$ cat src/rtl/ddf_axi_pkg.sv
// Shared AXI constants and request types for the display-data-fetch read path.
package ddf_axi_pkg;

  localparam int NUM_REQ = 2;

  localparam logic [1:0] AXI_BURST_INCR = 2'b01;
  localparam logic [2:0] AXI_SIZE_64    = 3'd3;
  localparam logic [3:0] AXI_CACHE_DFLT = 4'b0011;

  typedef struct packed {
    logic [31:0] addr;
    logic [3:0]  len;
    logic [5:0]  id;
  } ar_req_t;

  typedef enum logic {
    AR_IDLE  = 1'b0,
    AR_ISSUE = 1'b1
  } ar_state_e;

endpackage

$ cat src/rtl/axi_rd_arbiter_rr_arb2.sv
// Two-way round-robin arbiter; the pointer remembers the last winner so a tie
// goes to the other requester.
module rr_arb2 (
  input  logic       vin_clk_i,
  input  logic       rst_ni,
  input  logic [1:0] req,
  input  logic       advance,
  output logic [1:0] gnt
);

  logic r_last;

  always_comb begin
    gnt = 2'b00;
    case (req)
      2'b01:   gnt = 2'b01;
      2'b10:   gnt = 2'b10;
      2'b11:   gnt = r_last ? 2'b01 : 2'b10;
      default: gnt = 2'b00;
    endcase
  end

  // Pointer resets to 1 so requester 0 wins the first tie.
  always_ff @(posedge vin_clk_i or negedge rst_ni) begin
    if (!rst_ni)                r_last <= 1'b1;
    else if (advance && |gnt)   r_last <= gnt[1];
  end

endmodule

$ cat src/rtl/axi_rd_arbiter.sv
// Shares one AXI3 read port between two requesters: round-robin AR issue with
// per-requester outstanding limits, ID tagging and zero-latency R routing.
module axi_rd_arbiter
  import ddf_axi_pkg::*;
#(
  parameter logic [5:0] ID_BASE = 6'h10,
  parameter int         MAX_OUT = 4
) (
  input  logic        vin_clk_i,
  input  logic        rst_ni,
  input  logic        s0_arvalid,
  output logic        s0_arready,
  input  logic [31:0] s0_araddr,
  input  logic [3:0]  s0_arlen,
  output logic        s0_rvalid,
  input  logic        s0_rready,
  output logic        s0_rlast,
  input  logic        s1_arvalid,
  output logic        s1_arready,
  input  logic [31:0] s1_araddr,
  input  logic [3:0]  s1_arlen,
  output logic        s1_rvalid,
  input  logic        s1_rready,
  output logic        s1_rlast,
  output logic [63:0] r_data_o,
  output logic        m_axi_arvalid,
  input  logic        m_axi_arready,
  output logic [31:0] m_axi_araddr,
  output logic [3:0]  m_axi_arlen,
  output logic [5:0]  m_axi_arid,
  output logic [1:0]  m_axi_arburst,
  output logic [2:0]  m_axi_arsize,
  output logic [3:0]  m_axi_arcache,
  output logic [1:0]  m_axi_arlock,
  output logic [2:0]  m_axi_arprot,
  output logic [3:0]  m_axi_arqos,
  input  logic        m_axi_rvalid,
  output logic        m_axi_rready,
  input  logic [63:0] m_axi_rdata,
  input  logic        m_axi_rlast,
  input  logic [5:0]  m_axi_rid,
  input  logic [1:0]  m_axi_rresp,
  output logic        err_o
);

  localparam logic [3:0] LIM = 4'(MAX_OUT);

  ar_state_e              r_state, w_state_nxt;
  ar_req_t                r_ar;
  ar_req_t [NUM_REQ-1:0]  w_sreq;
  logic [NUM_REQ-1:0]     w_arvalid, w_elig, w_req, w_gnt, w_dec, w_zlast;
  logic [NUM_REQ-1:0][3:0] r_cnt;
  logic                   w_idle, w_own, w_sel, w_hs, r_err;

  assign w_arvalid = {s1_arvalid, s0_arvalid};
  assign w_sreq[0] = '{addr: s0_araddr, len: s0_arlen, id: {ID_BASE[5:1], 1'b0}};
  assign w_sreq[1] = '{addr: s1_araddr, len: s1_arlen, id: {ID_BASE[5:1], 1'b1}};

  // Grants are only offered in IDLE and never while reset is asserted.
  assign w_idle = (r_state == AR_IDLE) && rst_ni;
  assign w_req  = w_elig & {NUM_REQ{w_idle}};

  rr_arb2 u_rr (
    .vin_clk_i (vin_clk_i),
    .rst_ni    (rst_ni),
    .req       (w_req),
    .advance   (w_idle),
    .gnt       (w_gnt)
  );

  assign s0_arready = w_gnt[0];
  assign s1_arready = w_gnt[1];

  always_comb begin
    w_state_nxt = r_state;
    case (r_state)
      AR_IDLE:  if (|w_gnt)        w_state_nxt = AR_ISSUE;
      AR_ISSUE: if (m_axi_arready) w_state_nxt = AR_IDLE;
      default:                     w_state_nxt = AR_IDLE;
    endcase
  end

  always_ff @(posedge vin_clk_i or negedge rst_ni) begin
    if (!rst_ni) begin
      r_state <= AR_IDLE;
      r_ar    <= '0;
    end else begin
      r_state <= w_state_nxt;
      if (|w_gnt) r_ar <= w_gnt[1] ? w_sreq[1] : w_sreq[0];
    end
  end

  assign m_axi_arvalid = (r_state == AR_ISSUE);
  assign m_axi_araddr  = r_ar.addr;
  assign m_axi_arlen   = r_ar.len;
  assign m_axi_arid    = r_ar.id;
  assign m_axi_arburst = AXI_BURST_INCR;
  assign m_axi_arsize  = AXI_SIZE_64;
  assign m_axi_arcache = AXI_CACHE_DFLT;
  assign m_axi_arlock  = 2'b00;
  assign m_axi_arprot  = 3'b000;
  assign m_axi_arqos   = 4'b0000;

  // Foreign IDs are swallowed so they can never stall the shared port.
  assign w_own        = (m_axi_rid[5:1] == ID_BASE[5:1]);
  assign w_sel        = m_axi_rid[0];
  assign m_axi_rready = !w_own || (w_sel ? s1_rready : s0_rready);
  assign w_hs         = m_axi_rvalid && m_axi_rready;

  assign s0_rvalid = m_axi_rvalid && w_own && !w_sel;
  assign s1_rvalid = m_axi_rvalid && w_own &&  w_sel;
  assign s0_rlast  = m_axi_rlast;
  assign s1_rlast  = m_axi_rlast;
  assign r_data_o  = m_axi_rdata;

  for (genvar k = 0; k < NUM_REQ; k++) begin : g_req
    logic w_rl;
    assign w_elig[k]  = w_arvalid[k] && (r_cnt[k] < LIM);
    assign w_rl       = w_hs && w_own && m_axi_rlast && (w_sel == 1'(k));
    assign w_dec[k]   = w_rl && (r_cnt[k] != 4'd0);
    assign w_zlast[k] = w_rl && (r_cnt[k] == 4'd0);

    always_ff @(posedge vin_clk_i or negedge rst_ni) begin
      if (!rst_ni) r_cnt[k] <= 4'd0;
      else begin
        case ({w_gnt[k], w_dec[k]})
          2'b10:   r_cnt[k] <= r_cnt[k] + 4'd1;
          2'b01:   r_cnt[k] <= r_cnt[k] - 4'd1;
          default: r_cnt[k] <= r_cnt[k];
        endcase
      end
    end
  end

  always_ff @(posedge vin_clk_i or negedge rst_ni) begin
    if (!rst_ni) r_err <= 1'b0;
    else if (w_hs && (!w_own || (m_axi_rresp != 2'b00) || (|w_zlast))) r_err <= 1'b1;
  end

  assign err_o = r_err;

endmodule

$ cat config.mk
export PLATFORM = sky130hd
export DESIGN_NAME = axi_rd_arbiter
export DESIGN_NICKNAME = d
export VERILOG_FILES = /design/src/rtl/ddf_axi_pkg.sv /design/src/rtl/axi_rd_arbiter_rr_arb2.sv /design/src/rtl/axi_rd_arbiter.sv
export SDC_FILE = /design/constraint.sdc
export NUM_CORES = 1
export LEC_CHECK = 0
export CAP_MARGIN = 30
export CORE_AREA = 8 8 104 106
export DETAILED_ROUTE_END_ITERATION = 7
export DIE_AREA = 0 0 112 114
export DONT_BUFFER_PORTS = 1
export PLACE_DENSITY = 0.52
export SKIP_LAST_GASP = 1
export SYNTH_ARGS = -nofsm -noshare
export SYNTH_HDL_FRONTEND = slang
export SYNTH_SLANG_ARGS = --single-unit
export TNS_END_PERCENT = 50
$ cat constraint.sdc
create_clock -name vin_clk_i -period 3.6 [get_ports vin_clk_i]
set_clock_uncertainty 0.15 [all_clocks]
set_input_delay 0.54 -clock vin_clk_i [delete_from_list [all_inputs] [get_ports vin_clk_i]]
set_output_delay 0.54 -clock vin_clk_i [all_outputs]
set_load 0.02 [all_outputs]
==> Word level (Yosys, flattened, before mapping) <==
Cells that the tools add are included.
{ "word_totals": {"register_bits": 53, "latchBits": 0, "ramBits": 0, "rom_bits": 0, "inputBits": 153, "output_inout_bits": 133, "mem_count": 0} }
{ "op_classes": {"addsub": 4, "multipliers": 0, "div_mod_pow": 0, "magnitude_cmp": 2, "eq_ne": 8, "n_shift": 0, "n_mux": 9, "n_bitwise": 3, "reduce_logical": 31} }
{ "op_table": {"columns": ["op", "n"], "rows": [
  ["42-bit two-way mux", 1],
  ["1-bit logical AND", 17],
  ["4-bit case mux with 2 select lines", 2],
  ["4-bit by 1-bit adder with 4-bit output, second input constant", 2],
  ["2-bit equality test, second input constant", 4],
  ["4-bit logical NOT", 2],
  ["4-bit by 3-bit < comparator with 1-bit output, second input constant", 2],
  ["4-bit nonzero test", 2],
  ["4-bit by 1-bit subtractor with 4-bit output, second input constant", 2],
  ["2-bit by 1-bit equality test with 1-bit output, second input constant", 3],
  ["2-bit case mux with 3 select lines", 1],
  ["2-bit nonzero test", 3],
  ["5-bit by 4-bit equality test with 1-bit output, second input constant", 1],
  ["2-bit OR reduction", 2],
  ["1-bit logical OR", 3],
  ["1-bit two-way mux", 3],
  ["2-bit AND", 1],
  ["1-bit logical NOT", 2],
  ["2-bit two-way mux", 1],
  ["1-bit inverter", 2],
  ["1-bit case mux with 2 select lines", 1]
]} }

==> Longest topological paths before layout <==
{ "depth": {"depth_word": 11, "ltp_mapped": 12, "ltp_nobuf": 11} }

==> By module <==
From an unflattened synthesis, not the netlist that was laid out.
{ "unflattened": {"hier_cells": 331, "hier_area_um2": 3181.8} }
{ "modules_own_cells": {"columns": ["module", "n_inst", "cells_each", "area_each_um2", "seq_area_each_um2"], "rows": [
  ["axi_rd_arbiter", 1, 325, 3125.5, 1201.2],
  ["rr_arb2", 1, 6, 56.3, 26.3]
]} }

==> Least setup slack after synthesis <==
OpenSTA, ideal clock, no wires.
{ "synth_timing": {"path_type": "in2reg", "start": "input port s1_arvalid", "end": "register r_cnt[6] (netlist bit)", "setup_time_ns": 0.127, "arrival_time_ns": 2.571, "t_required_ns": 3.323, "slack_ns": 0.752, "cell_stages": 12, "n_path_buf": 1, "cell_sequence": "or4b_1 -> nand3_2 -> buf_6 -> and2_1 -> inv_1 -> ha_1 -> xor2_1 -> ha_1 -> a21oi_1 -> xor2_1 -> nor2_1 -> xor2_1"} }
{ "synth_between": {"elab_chain_cells": 6} }
{ "synth_rtl": {"columns": ["item", "line", "text"], "rows": [
  ["start: declaration", "axi_rd_arbiter.sv:18", "input logic s1_arvalid,"],
  ["1-bit logical AND *", "axi_rd_arbiter.sv:118", "assign w_elig[k] = w_arvalid[k] && (r_cnt[k] < LIM);"],
  ["2-bit AND *", "axi_rd_arbiter.sv:61", "assign w_req = w_elig & {NUM_REQ{w_idle}};"],
  ["2-bit equality test / 2-bit by 1-bit equality test with 1-bit output (equally long branches)", "axi_rd_arbiter_rr_arb2.sv:15", "case (req)"],
  ["2-bit case mux with 3 select lines *", "axi_rd_arbiter_rr_arb2.sv:15", null],
  ["via s1_arready", "axi_rd_arbiter.sv:19", "output logic s1_arready,"],
  ["2-bit by 1-bit equality test with 1-bit output / 2-bit equality test (equally long branches)", "axi_rd_arbiter.sv:126", "case ({w_gnt[k], w_dec[k]})"],
  ["4-bit case mux with 2 select lines / 2-bit nonzero test (equally long branches)", null, null],
  ["end signal: indexed assignment", "axi_rd_arbiter.sv:127", "2'b10: r_cnt[k] <= r_cnt[k] + 4'd1;"],
  ["end signal: indexed assignment", "axi_rd_arbiter.sv:128", "2'b01: r_cnt[k] <= r_cnt[k] - 4'd1;"],
  ["end signal: indexed assignment", "axi_rd_arbiter.sv:129", "default: r_cnt[k] <= r_cnt[k];"],
  ["end: declaration", "axi_rd_arbiter.sv:52", "logic [NUM_REQ-1:0][3:0] r_cnt;"]
]} }
Mark *: on every way through the listed nets, which the timed path passes. The rest lies on a longest branch.
A chain may end at the register's enable or synchronous reset.

==> Final worst setup path <==
{ "layout_timing": {"start": "register r_cnt[6] (netlist bit)", "end": "output port s0_arready"} }
{ "layout_between": {"elab_chain_cells": 5} }
{ "layout_rtl": {"columns": ["item", "line", "text"], "rows": [
  ["4-bit by 3-bit < comparator with 1-bit output *", "axi_rd_arbiter.sv:118", null],
  ["1-bit logical AND *", "axi_rd_arbiter.sv:118", null],
  ["2-bit AND *", "axi_rd_arbiter.sv:61", null],
  ["2-bit equality test / 2-bit by 1-bit equality test with 1-bit output (equally long branches)", "axi_rd_arbiter_rr_arb2.sv:15", null],
  ["2-bit case mux with 3 select lines *", "axi_rd_arbiter_rr_arb2.sv:15", null],
  ["end: declaration", "axi_rd_arbiter.sv:12", "output logic s0_arready,"]
]} }
Mark *: on every way between the ends. The rest lies on a longest branch, timed or not.

==> results.py <==
metrics = {
    "route": {
        "drt_iter0_drc": 125,
        "via_count": 2148,
        "dr.pass1.iters": 4,
        "wl_mm": 7.674,
        "ant_nets": 0,
        "vias_per_cell": 5.214,
        "drc": 0,
        "wire_per_inst_um": 18.63,
    },
    "pwr": {
        "switching_share_pct": 45.40,
        "p_per_area_mw_per_mm2": 849.7,
        "pwr-share-comb_pct": 27.3,
        "p_leak_uw": 0.001182,
        "clock_power_share_pct": 16.8,
        "p_seq_share_pct": 55.9,
        "power.switching_uw": 1068,
        "p_int_uw": 1285,
        "ir_worst_vdd_v": 0.0002835,
    },
    "synth": {
        "synth_top_area_share_pct": 38.29,
        "syn_avg_cell_area_sq_um": 8.478,
        "synth_xor_area_share_pct": 2.792,
        "muxShareOfSynthArea_pct": 0.7180,
        "synth_warnings": 0,
        "synth_flop_cell": "dfrtp_1",
        "synth_compound_area_share_pct": 9.932,
        "synth_seq_area_share_pct": 39.13,
        "synthArstFlopShare_pct": 100.0,
        "yosys.area_share.adder_pct": 2.393,
        "netlist_top_cells_area": "dfrtp_1 (38%), buf_4 (21%), nand2_1 (9.0%)",
        "synth_common_cells": "buf_4 (88), nand2_1 (75), dfrtp_1 (48)",
        "synth_edf_count": 0,
        "synth_area_leader_cell": "dfrtp_1",
        "netlist_instances": 370,
        "synth_cell_type_count": 37,
        "syn_area_sq_mm": 0.003137,
        "synth_most_common_cell": "buf_4",
        "synthSimpleGateAreaFrac_pct": 20.02,
        "ys_seq_elements": 49,
        "synth_top_family_by_area": "buffers and inverters",
    },
    "layout": {
        "layoutNonFillerInstCount": 412,
        "nets": 459,
        "drive_above_1_share_pct": 6.645,
        "syn2layout_area_growth_pct": -11.73,
        "n_antenna_cell": 0,
        "fillers": 995,
    },
    "cts": {
        "cts_setup_buffers": 0,
        "clk_latency_ns": 0.30,
        "numCtsBuffers": 5,
        "clk_pin_slew_ns": 0.09,
        "cts_buffer_depth": 2,
        "cts_sinks": 49,
        "cts_tree": "built",
        "cts_max_level": 2,
        "cts_root_buf": "clkbuf_8",
    },
    "timing": {
        "tns_ns": 0,
        "period_needed_ns": 2.862,
        "max_freq_mhz": 349.4,
        "slew_headroom_pct": 53.61,
        "final.setup.worst_slack_ns": 0.7379,
        "hold_violations": 0,
        "finalCritPeriodShare_pct": 79.50,
        "finalSetupViolCount": 0,
        "rsz0062_at_grt": "false",
        "drv_slew": 0,
        "worst_slew_pin_slew_ns": 0.6895,
    },
    "placement": {
        "preCtsSetupSlack_ns": 0.5698,
        "dp_hpwl_mm": 5.751,
        "dp_cells": 402,
        "numPortBuffers": 0,
        "finalWeightedCongestion": 0.7354,
    },
    "die": {
        "core_sq_mm": 0.009109,
        "die_h_um": 114,
        "die_w_um": 112,
        "num_rows": 35,
        "die-area_sq_mm": 0.01277,
        "start_util_pct": 34.44,
        "num_io_pins": 286,
    },
    "critical_path": {
        "critPathSlowestCell": "or4b_1",
        "cpPeakStageDelay_ns": 0.56,
        "cp_cell_sequence": "or4b_1 -> nand3_2 -> buf_4 -> inv_1",
        "cp.arrival_ns": 2.17,
        "path_class": "reg2out",
        "worstPathRequired_ns": 2.91,
        "cp-end-kind": "output port",
        "startpoint_type": "flip-flop",
        "path_max_fanout": 38,
    },
    "global_routing": {
        "grt_usage_pct": 11.53,
        "grt_max_degree": 77,
        "grt_pass1_wl_mm": 12.01,
        "gr-total-overflow": 0,
        "antenna_found_initial": 0,
        "first_global_vias": 2261,
    },
    "job": {
        "drv_cap": 0,
    },
    "min_path": {
        "holdCritPathClass": "in2reg",
    },
    "run_status": {
        "run_status": "finished clean",
    },
}
## through the flow
stage	area, sq um	hold WS, ns	utilization, %	total power [uW]
final	2769	0.2267	30.40	2353
after floorplan	3212	0.09441	-	1924
after global placement	2624	0.09591	28.80	1952
after CTS	2769	0.2089	30.40	2404
after global routing	2769	0.2107	30.40	2565
after detailed placement	2624	0.09573	28.80	1976
## cells in the final DEF (no fill, tap or decap), types with 5 or more instances in the layout
cell | synthesis | routed
xor2_1 | 8 | 8
ha_1 | 6 | 6
nand2_1 | 75 | 75
conb_1 | 2 | 22
dfrtp_1 | 48 | 48
a31oi_1 | 36 | 36
buf_4 | 88 | 5
nor2_1 | 45 | 45
clkbuf_8 | 0 | 5
## kinds of logic (layout without fill, tap and decap cells)
logic type               count (synthesis)  after routing
flip-flops                              49             49
multiplexers                             2              2
adder cells (fa/ha/maj)                  6              6
other                                    2             22
AO/OA/AOI/OAI                           48             48
AND/OR/NAND/NOR                        146            146
buffers and inverters                  107             18
XOR/XNOR                                10             10
## worst max-delay path, delay by kind of cell (launching register included)
family                 cells  cell delay, ns
flip-flops                 1            0.46
AND/OR/NAND/NOR            2            0.67
buffers and inverters      2            0.74
## metal layers
layer  wire length [um]  GRT usage, %
met1               2974         12.60
met2               3433         17.89
met3                902         5.124
met4                363         7.734
met5                  0             0
## timing repair
action | 4_1_cts | 5_1_grt
hold endpoints to repair | 49 | 0
gates resized for setup | 0 | 0
hold buffers | 2 | 0
## flip-flops by register name (all words and copies together), names as in the netlist
signal         count
r_cnt              8
m_axi_arvalid      1
u_rr.r_last        1
m_axi_arid         2
m_axi_araddr      32
m_axi_arlen        4
err_o              1
## final cells by class
type / instances / area, sq um / area share, %
multi-input combinational: 234 / 1209 / 43.65
inverter: 3 / 11.26 / 0.4067
tap: 111 / 138.9 / 5.016
sequential: 49 / 1227 / 44.33
clock buffer: 6 / 72.57 / 2.621
clock inverter: 2 / 35.03 / 1.265
timing repair buffer: 7 / 75.07 / 2.711
## power groups by stage
stage	Clock, uW	Sequential [uW]	Combinational, uW
final	396	1310	642
after global routing	440	1360	765
after CTS	425	1320	654
after detailed placement	0	1330	642
after global placement	0	1330	622
after floorplan	0	1240	681
## path summary, 6_finish.rpt
kind	from	end	slack, ns	cells after the start
worst max-delay path	r_cnt[6]	s0_arready	0.74	4
worst min-delay path	s1_araddr[1]	m_axi_araddr[1]	0.23	2
worst max register to register	r_cnt[6]	r_cnt[3]	0.87	8
worst min register to register	u_rr.r_last	u_rr.r_last	0.35	2
max in group asynchronous	rst_ni	u_rr.r_last	2.44	2
min in group asynchronous	rst_ni	err_o	0.59	2
No activity file was read; power rests on OpenSTA's default activity.
